<file path="config.mk">
export PLATFORM = sky130hd
export DESIGN_NAME = obj_nav_ctrl
export DESIGN_NICKNAME = d
export VERILOG_FILES = /design/src/rtl/obj_pkg.sv /design/src/rtl/obj_nav_timer.sv /design/src/rtl/obj_nav_ctrl.sv
export SDC_FILE = /design/constraint.sdc
export NUM_CORES = 1
export LEC_CHECK = 0
export CORE_MARGIN = 2
export CORE_UTILIZATION = 50
export CTS_BUF_LIST = sky130_fd_sc_hd__clkbuf_16
export CTS_CLUSTER_DIAMETER = 100
export CTS_CLUSTER_SIZE = 30
export DETAILED_ROUTE_END_ITERATION = 16
export MAX_ROUTING_LAYER = met4
export PLACE_DENSITY = 0.73
export SETUP_SLACK_MARGIN = 0.5
export SLEW_MARGIN = 20
export SYNTH_ARGS = -nofsm -noshare
export SYNTH_HDL_FRONTEND = slang
export SYNTH_HIERARCHICAL = 1
export SYNTH_SLANG_ARGS = --single-unit
</file>
<file path="constraint.sdc">
create_clock -name clk -period 3.25 [get_ports clk]
set_input_delay 0.325 -clock clk [delete_from_list [all_inputs] [get_ports clk]]
set_output_delay 0.325 -clock clk [all_outputs]
set_load 0.02 [all_outputs]
</file>
<file path="src/rtl/obj_pkg.sv">
// Shared encodings for the obstacle-avoidance navigation controller.
// Motor command values and controller state encoding.
package obj_pkg;

    localparam logic [2:0] CMD_STOP    = 3'd0;
    localparam logic [2:0] CMD_FWD     = 3'd1;
    localparam logic [2:0] CMD_PIVOT_L = 3'd2;
    localparam logic [2:0] CMD_PIVOT_R = 3'd3;
    localparam logic [2:0] CMD_REV     = 3'd4;

    typedef enum logic [2:0] {
        ST_IDLE,
        ST_FWD,
        ST_PIVOT_L,
        ST_PIVOT_R,
        ST_REVERSE,
        ST_HALT
    } nav_state_t;

    function automatic logic [2:0] cmd_of(input nav_state_t s);
        case (s)
            ST_FWD:     return CMD_FWD;
            ST_PIVOT_L: return CMD_PIVOT_L;
            ST_PIVOT_R: return CMD_PIVOT_R;
            ST_REVERSE: return CMD_REV;
            default:    return CMD_STOP;
        endcase
    endfunction

endpackage

</file>
<file path="src/rtl/obj_nav_timer.sv">
// Loadable down-counter shared by manoeuvre and clear-run timing.
// Holds at zero; done flags the terminal count.
module obj_nav_timer #(
    parameter int CNT_W = 8
) (
    input  logic             clk,
    input  logic             reset,
    input  logic             load,
    input  logic [CNT_W-1:0] load_val,
    input  logic             dec,
    output logic             done
);

    logic [CNT_W-1:0] count;

    always_ff @(posedge clk) begin
        if (!reset) begin
            count <= '0;
        end else if (load) begin
            count <= load_val;
        end else if (dec && count != '0) begin
            count <= count - 1'b1;
        end
    end

    assign done = (count == '0);

endmodule

</file>
<file path="src/rtl/obj_nav_ctrl.sv">
// Turns obstacle flags into timed motor manoeuvres with a retry limiter.
// Moore machine: every output is registered from the next-state decode.
module obj_nav_ctrl
    import obj_pkg::*;
#(
    parameter int TURN_CYCLES  = 16,
    parameter int REV_CYCLES   = 8,
    parameter int CLEAR_CYCLES = 32,
    parameter int MAX_RETRY    = 3,
    parameter int CNT_W        = 8
) (
    input  logic                           clk,
    input  logic                           reset,
    input  logic                           enable,
    input  logic                           left_object_detected,
    input  logic                           right_object_detected,
    input  logic                           front_object_detected,
    output logic [2:0]                     motor_cmd,
    output logic                           busy,
    output logic                           stuck,
    output logic [$clog2(MAX_RETRY+1)-1:0] retry_cnt
);

    localparam int RW = $clog2(MAX_RETRY + 1);

    localparam logic [CNT_W-1:0] TURN_LD = CNT_W'(TURN_CYCLES - 1);
    localparam logic [CNT_W-1:0] REV_LD  = CNT_W'(REV_CYCLES - 1);
    localparam logic [CNT_W-1:0] CLR_LD  = CNT_W'(CLEAR_CYCLES - 1);
    localparam logic [RW-1:0]    MAX_R   = RW'(MAX_RETRY);

    if (TURN_CYCLES < 1 || TURN_CYCLES > 2**CNT_W ||
        REV_CYCLES < 1 || REV_CYCLES > 2**CNT_W ||
        CLEAR_CYCLES < 1 || CLEAR_CYCLES > 2**CNT_W ||
        MAX_RETRY < 1) begin : g_bad_param
        $error("obj_nav_ctrl: cycle parameter out of range");
    end

    nav_state_t       state, state_d;
    logic [RW-1:0]    retry_d;
    logic             t_load, t_dec, t_done;
    logic [CNT_W-1:0] t_val;

    obj_nav_timer #(.CNT_W(CNT_W)) u_timer (
        .clk      (clk),
        .reset    (reset),
        .load     (t_load),
        .load_val (t_val),
        .dec      (t_dec),
        .done     (t_done)
    );

    always_comb begin
        state_d = state;
        retry_d = retry_cnt;
        t_load  = 1'b0;
        t_val   = '0;
        t_dec   = 1'b0;
        if (!enable) begin
            state_d = ST_IDLE;
            retry_d = '0;
            t_load  = 1'b1;
        end else begin
            case (state)
                ST_IDLE: begin
                    state_d = ST_FWD;
                    t_load  = 1'b1;
                    t_val   = CLR_LD;
                end
                ST_FWD: begin
                    // left pivot preferred; both sides blocked means reverse
                    priority case (1'b1)
                        !front_object_detected: begin
                            t_dec = 1'b1;
                            if (t_done) retry_d = '0;
                        end
                        !left_object_detected: begin
                            state_d = ST_PIVOT_L;
                            t_load  = 1'b1;
                            t_val   = TURN_LD;
                        end
                        !right_object_detected: begin
                            state_d = ST_PIVOT_R;
                            t_load  = 1'b1;
                            t_val   = TURN_LD;
                        end
                        default: begin
                            state_d = ST_REVERSE;
                            t_load  = 1'b1;
                            t_val   = REV_LD;
                            if (retry_cnt != MAX_R) retry_d = retry_cnt + 1'b1;
                        end
                    endcase
                end
                ST_PIVOT_L, ST_PIVOT_R: begin
                    if (t_done) begin
                        state_d = ST_FWD;
                        t_load  = 1'b1;
                        t_val   = CLR_LD;
                    end else begin
                        t_dec = 1'b1;
                    end
                end
                ST_REVERSE: begin
                    if (!t_done) begin
                        t_dec = 1'b1;
                    end else if (retry_cnt == MAX_R) begin
                        state_d = ST_HALT;
                    end else begin
                        state_d = ST_PIVOT_R;
                        t_load  = 1'b1;
                        t_val   = TURN_LD;
                    end
                end
                ST_HALT: state_d = ST_HALT;
                default: state_d = ST_IDLE;
            endcase
        end
    end

    always_ff @(posedge clk) begin
        if (!reset) begin
            state     <= ST_IDLE;
            motor_cmd <= CMD_STOP;
            busy      <= 1'b0;
            stuck     <= 1'b0;
            retry_cnt <= '0;
        end else begin
            state     <= state_d;
            motor_cmd <= cmd_of(state_d);
            busy      <= (state_d == ST_PIVOT_L) ||
                         (state_d == ST_PIVOT_R) ||
                         (state_d == ST_REVERSE);
            stuck     <= (state_d == ST_HALT);
            retry_cnt <= retry_d;
        end
    end

endmodule

</file>
==> impl_results.md <==
* Root Driver: clkbuf_16
* Die outline area at 2700 sq um
* Total Power at 0.593 mW
* Max-cap violations at 0
* RSZ-0062 raised after global routing: false
* Post-synth top flop: dfxtp_1
* PD cells at 426 nW/um^2
* # DRC at 0
* Sequential Area at 360 sq um
* # H-tree levels at 1
* Initial Util at 52.6%
* Hold WC Path Type: flop to flop
* Post-synth top cells: dfxtp_1, a21oi_1, o21ai_0
* Sequential area share after synthesis at 31.3%
* Core Region at 2190 sq um
* Die X at 52.0 um
* Sink Count at 18
* Delay-heaviest family, CP: simple AND/OR/NAND/NOR gates
* Netlist cell types at 43
* Clock Latency Late Sink at 250 ps
* Final RePlAce weighted congestion at 0.823
* Largest net degree at the start of global routing at 19
* Fin nets at 163
* Initial antenna violation count at 0
* Vias in the first global route at 929
* Worst Hold Path Cells at 2
* Vias at 1,092
* Die Span Y at 52.0 um
* All-Layer GR Usage at 20.8%
* CP cell instances: inv_1 > ha_1 > inv_2 > nor4_1 > or3b_1 > a21oi_1 > o21a_2 > buf_4 > o41ai_4 > or4b_2 > nand3_1
* Num CTS Buffers at 3
* Synth area leaders: dfxtp_1, a21oi_1, o21ai_0, nor3b_1, ha_1
* Worst setup EP type: flop
* Worst slew pin tran at 573 ps
* Area growth syn-to-layout at 20.8%
* Largest area contributor in the netlist: dfxtp_1
* Yosys reg bits at 18
* CTS Hold Bufs at 0
* TritonCTS clock tree: yes
* Average size of a mapped cell at 8.29 sq um
* Detailed Route Iter0 Violations at 36
* Fraction of registers with async set/reset at 0%
* ANT nets after route at 0
* Achievable Freq at 0.386 GHz
* Max VDD drop at 0.000400 V
* Port Buffers at 12
* Crit path depth at 11
* Final setup TNS at 0 ps
* Worst slew margin at 61.7%
* Per-cell routed wire length at 13.5 um
* R2R Setup Slk at 660 ps
* Final Max Slew Viols at 0
* Max Root-Sink Buffers at 2
* Row count at 17
* Startpoint Class: flop
* Detail Placement HPWL at 1.70 mm
* CTS clk-pin slew, worst paths at 50 ps
* Critical Path Fanout Max at 8
* First-pass GRT wire length at 4.15 mm
* Fillers at 182
* Layout cells sized above 1 at 11.8%
* Top-count cell post-synth: dfxtp_1
* Share of the synthesized area in the top cell type at 31.3%
* Critical Path RT at 3440 ps
* DR vias/cell at 6.03
* Clock skew at 3.91 ps
* Slowest stage delay, CP at 650 ps
* Post-layout minimum cycle time at 2590 ps
* Crit share post-route at 79.8%
* Slowest stage cell, crit path: or4b_2
* Diodes inserted at 0
* Crit Path Category: flop to flop
* Final setup violation count at 0
* Multi-input gate area at 746 sq um
* Yosys synthesis warning count at 6
* Top Ports at 13
* 1st-pass router iterations at 4
* Synthesized netlist cell count at 139
* R2R depth at 11
* Crit path buffers/inverters at 3
* Routed WL at 2.45 mm
* GR Overflow Total at 0
* CP arrival at 2780 ps
* Final Hold Vio Count at 0
* Post-synthesis instance area at 1150 sq um
* Post-synth EDFFs at 0
* Leak at 0.514 nW
* Status: finished, final reports clean
-- sequential cells by signal, summed over array words and instances (netlist names) --
register       cells
busy               1
motor_cmd          3
retry_cnt          2
state              3
stuck              1
u_timer/count      8
-- stage by stage --
stage	area, sq um	util, %	setup slack, ps	hold WS [ps]	std cells
3_3_place_gp	1290	58.8	563	491	175
3_5_place_dp	1290	58.8	505	496	175
4_1_cts	1370	62.4	540	505	179
2_1_floorplan	1160	-	696	466	141
6_report	1390	63.6	658	505	181
5_1_grt	1390	63.6	506	535	181
-- metal layers --
layer,wire length (um),GRT usage (%),up-vias
met3,137,5.17,2
met1,1200,27.4,517
li1,-,-,541
met4,9,5.26,0
met2,1100,32.1,32
met5,0,-,-
-- worst register-to-register path, delay by kind of cell (launching register included) --
kind	cells	cell delay (ps)
simple gates	4	1190
compound gates	3	450
flops	1	370
buf+inv	3	300
fa+ha+maj	1	220
-- kinds of logic (layout without fill, tap and decap cells) --
logic type	count (synthesis)	after routing	share of synthesized area (%)
simple gates	56	56	30.9
compound gates	42	42	24.5
flops	18	18	31.3
buf+inv	14	26	5.65
fa+ha+maj	3	3	3.26
xor+xnor	3	3	2.28
mux	2	2	1.74
other cells	1	3	0.325
-- power by group --
part / internal (mW) / total, mW / switching [mW]
clock network: 0.164 / 0.249 / 0.0856
logic: 0.0464 / 0.0984 / 0.0520
registers: 0.231 / 0.246 / 0.0142
-- layout by cell type (no fill, tap or decap), types with 4 or more instances in the layout --
cell	n
nor3b_1	6
nand2b_1	4
nand3_1	6
nor2_1	6
nand2_1	4
nor2b_1	4
a31oi_1	5
inv_1	5
a21oi_1	11
clkdlybuf4s50_1	12
o21ai_0	11
buf_4	4
dfxtp_1	18
-- cell type report --
class                      instances  share of cell area, %
multi-input combinational        109                   53.5
inverter                           6                   1.62
clock buffer                       3                   5.39
clock inverter                     1                  0.270
sequential                        18                   25.9
tap                               28                   2.52
timing repair buffer              16                   10.8
-- final timing paths --
kind,from,to
min,u_timer/count[1],u_timer/count[1]
min reg2reg,u_timer/count[1],u_timer/count[1]
max reg2reg,u_timer/count[0],u_timer/count[1]
max,u_timer/count[0],u_timer/count[1]
-- what timing repair did --
action / 4_1_cts / 5_1_grt
resized for setup: 1 / 3
endpoints found under the setup margin: 1 / 1
pin swaps: 0 / 2
setup buffers: 0 / 2
Power figures use the tool's default switching activity.
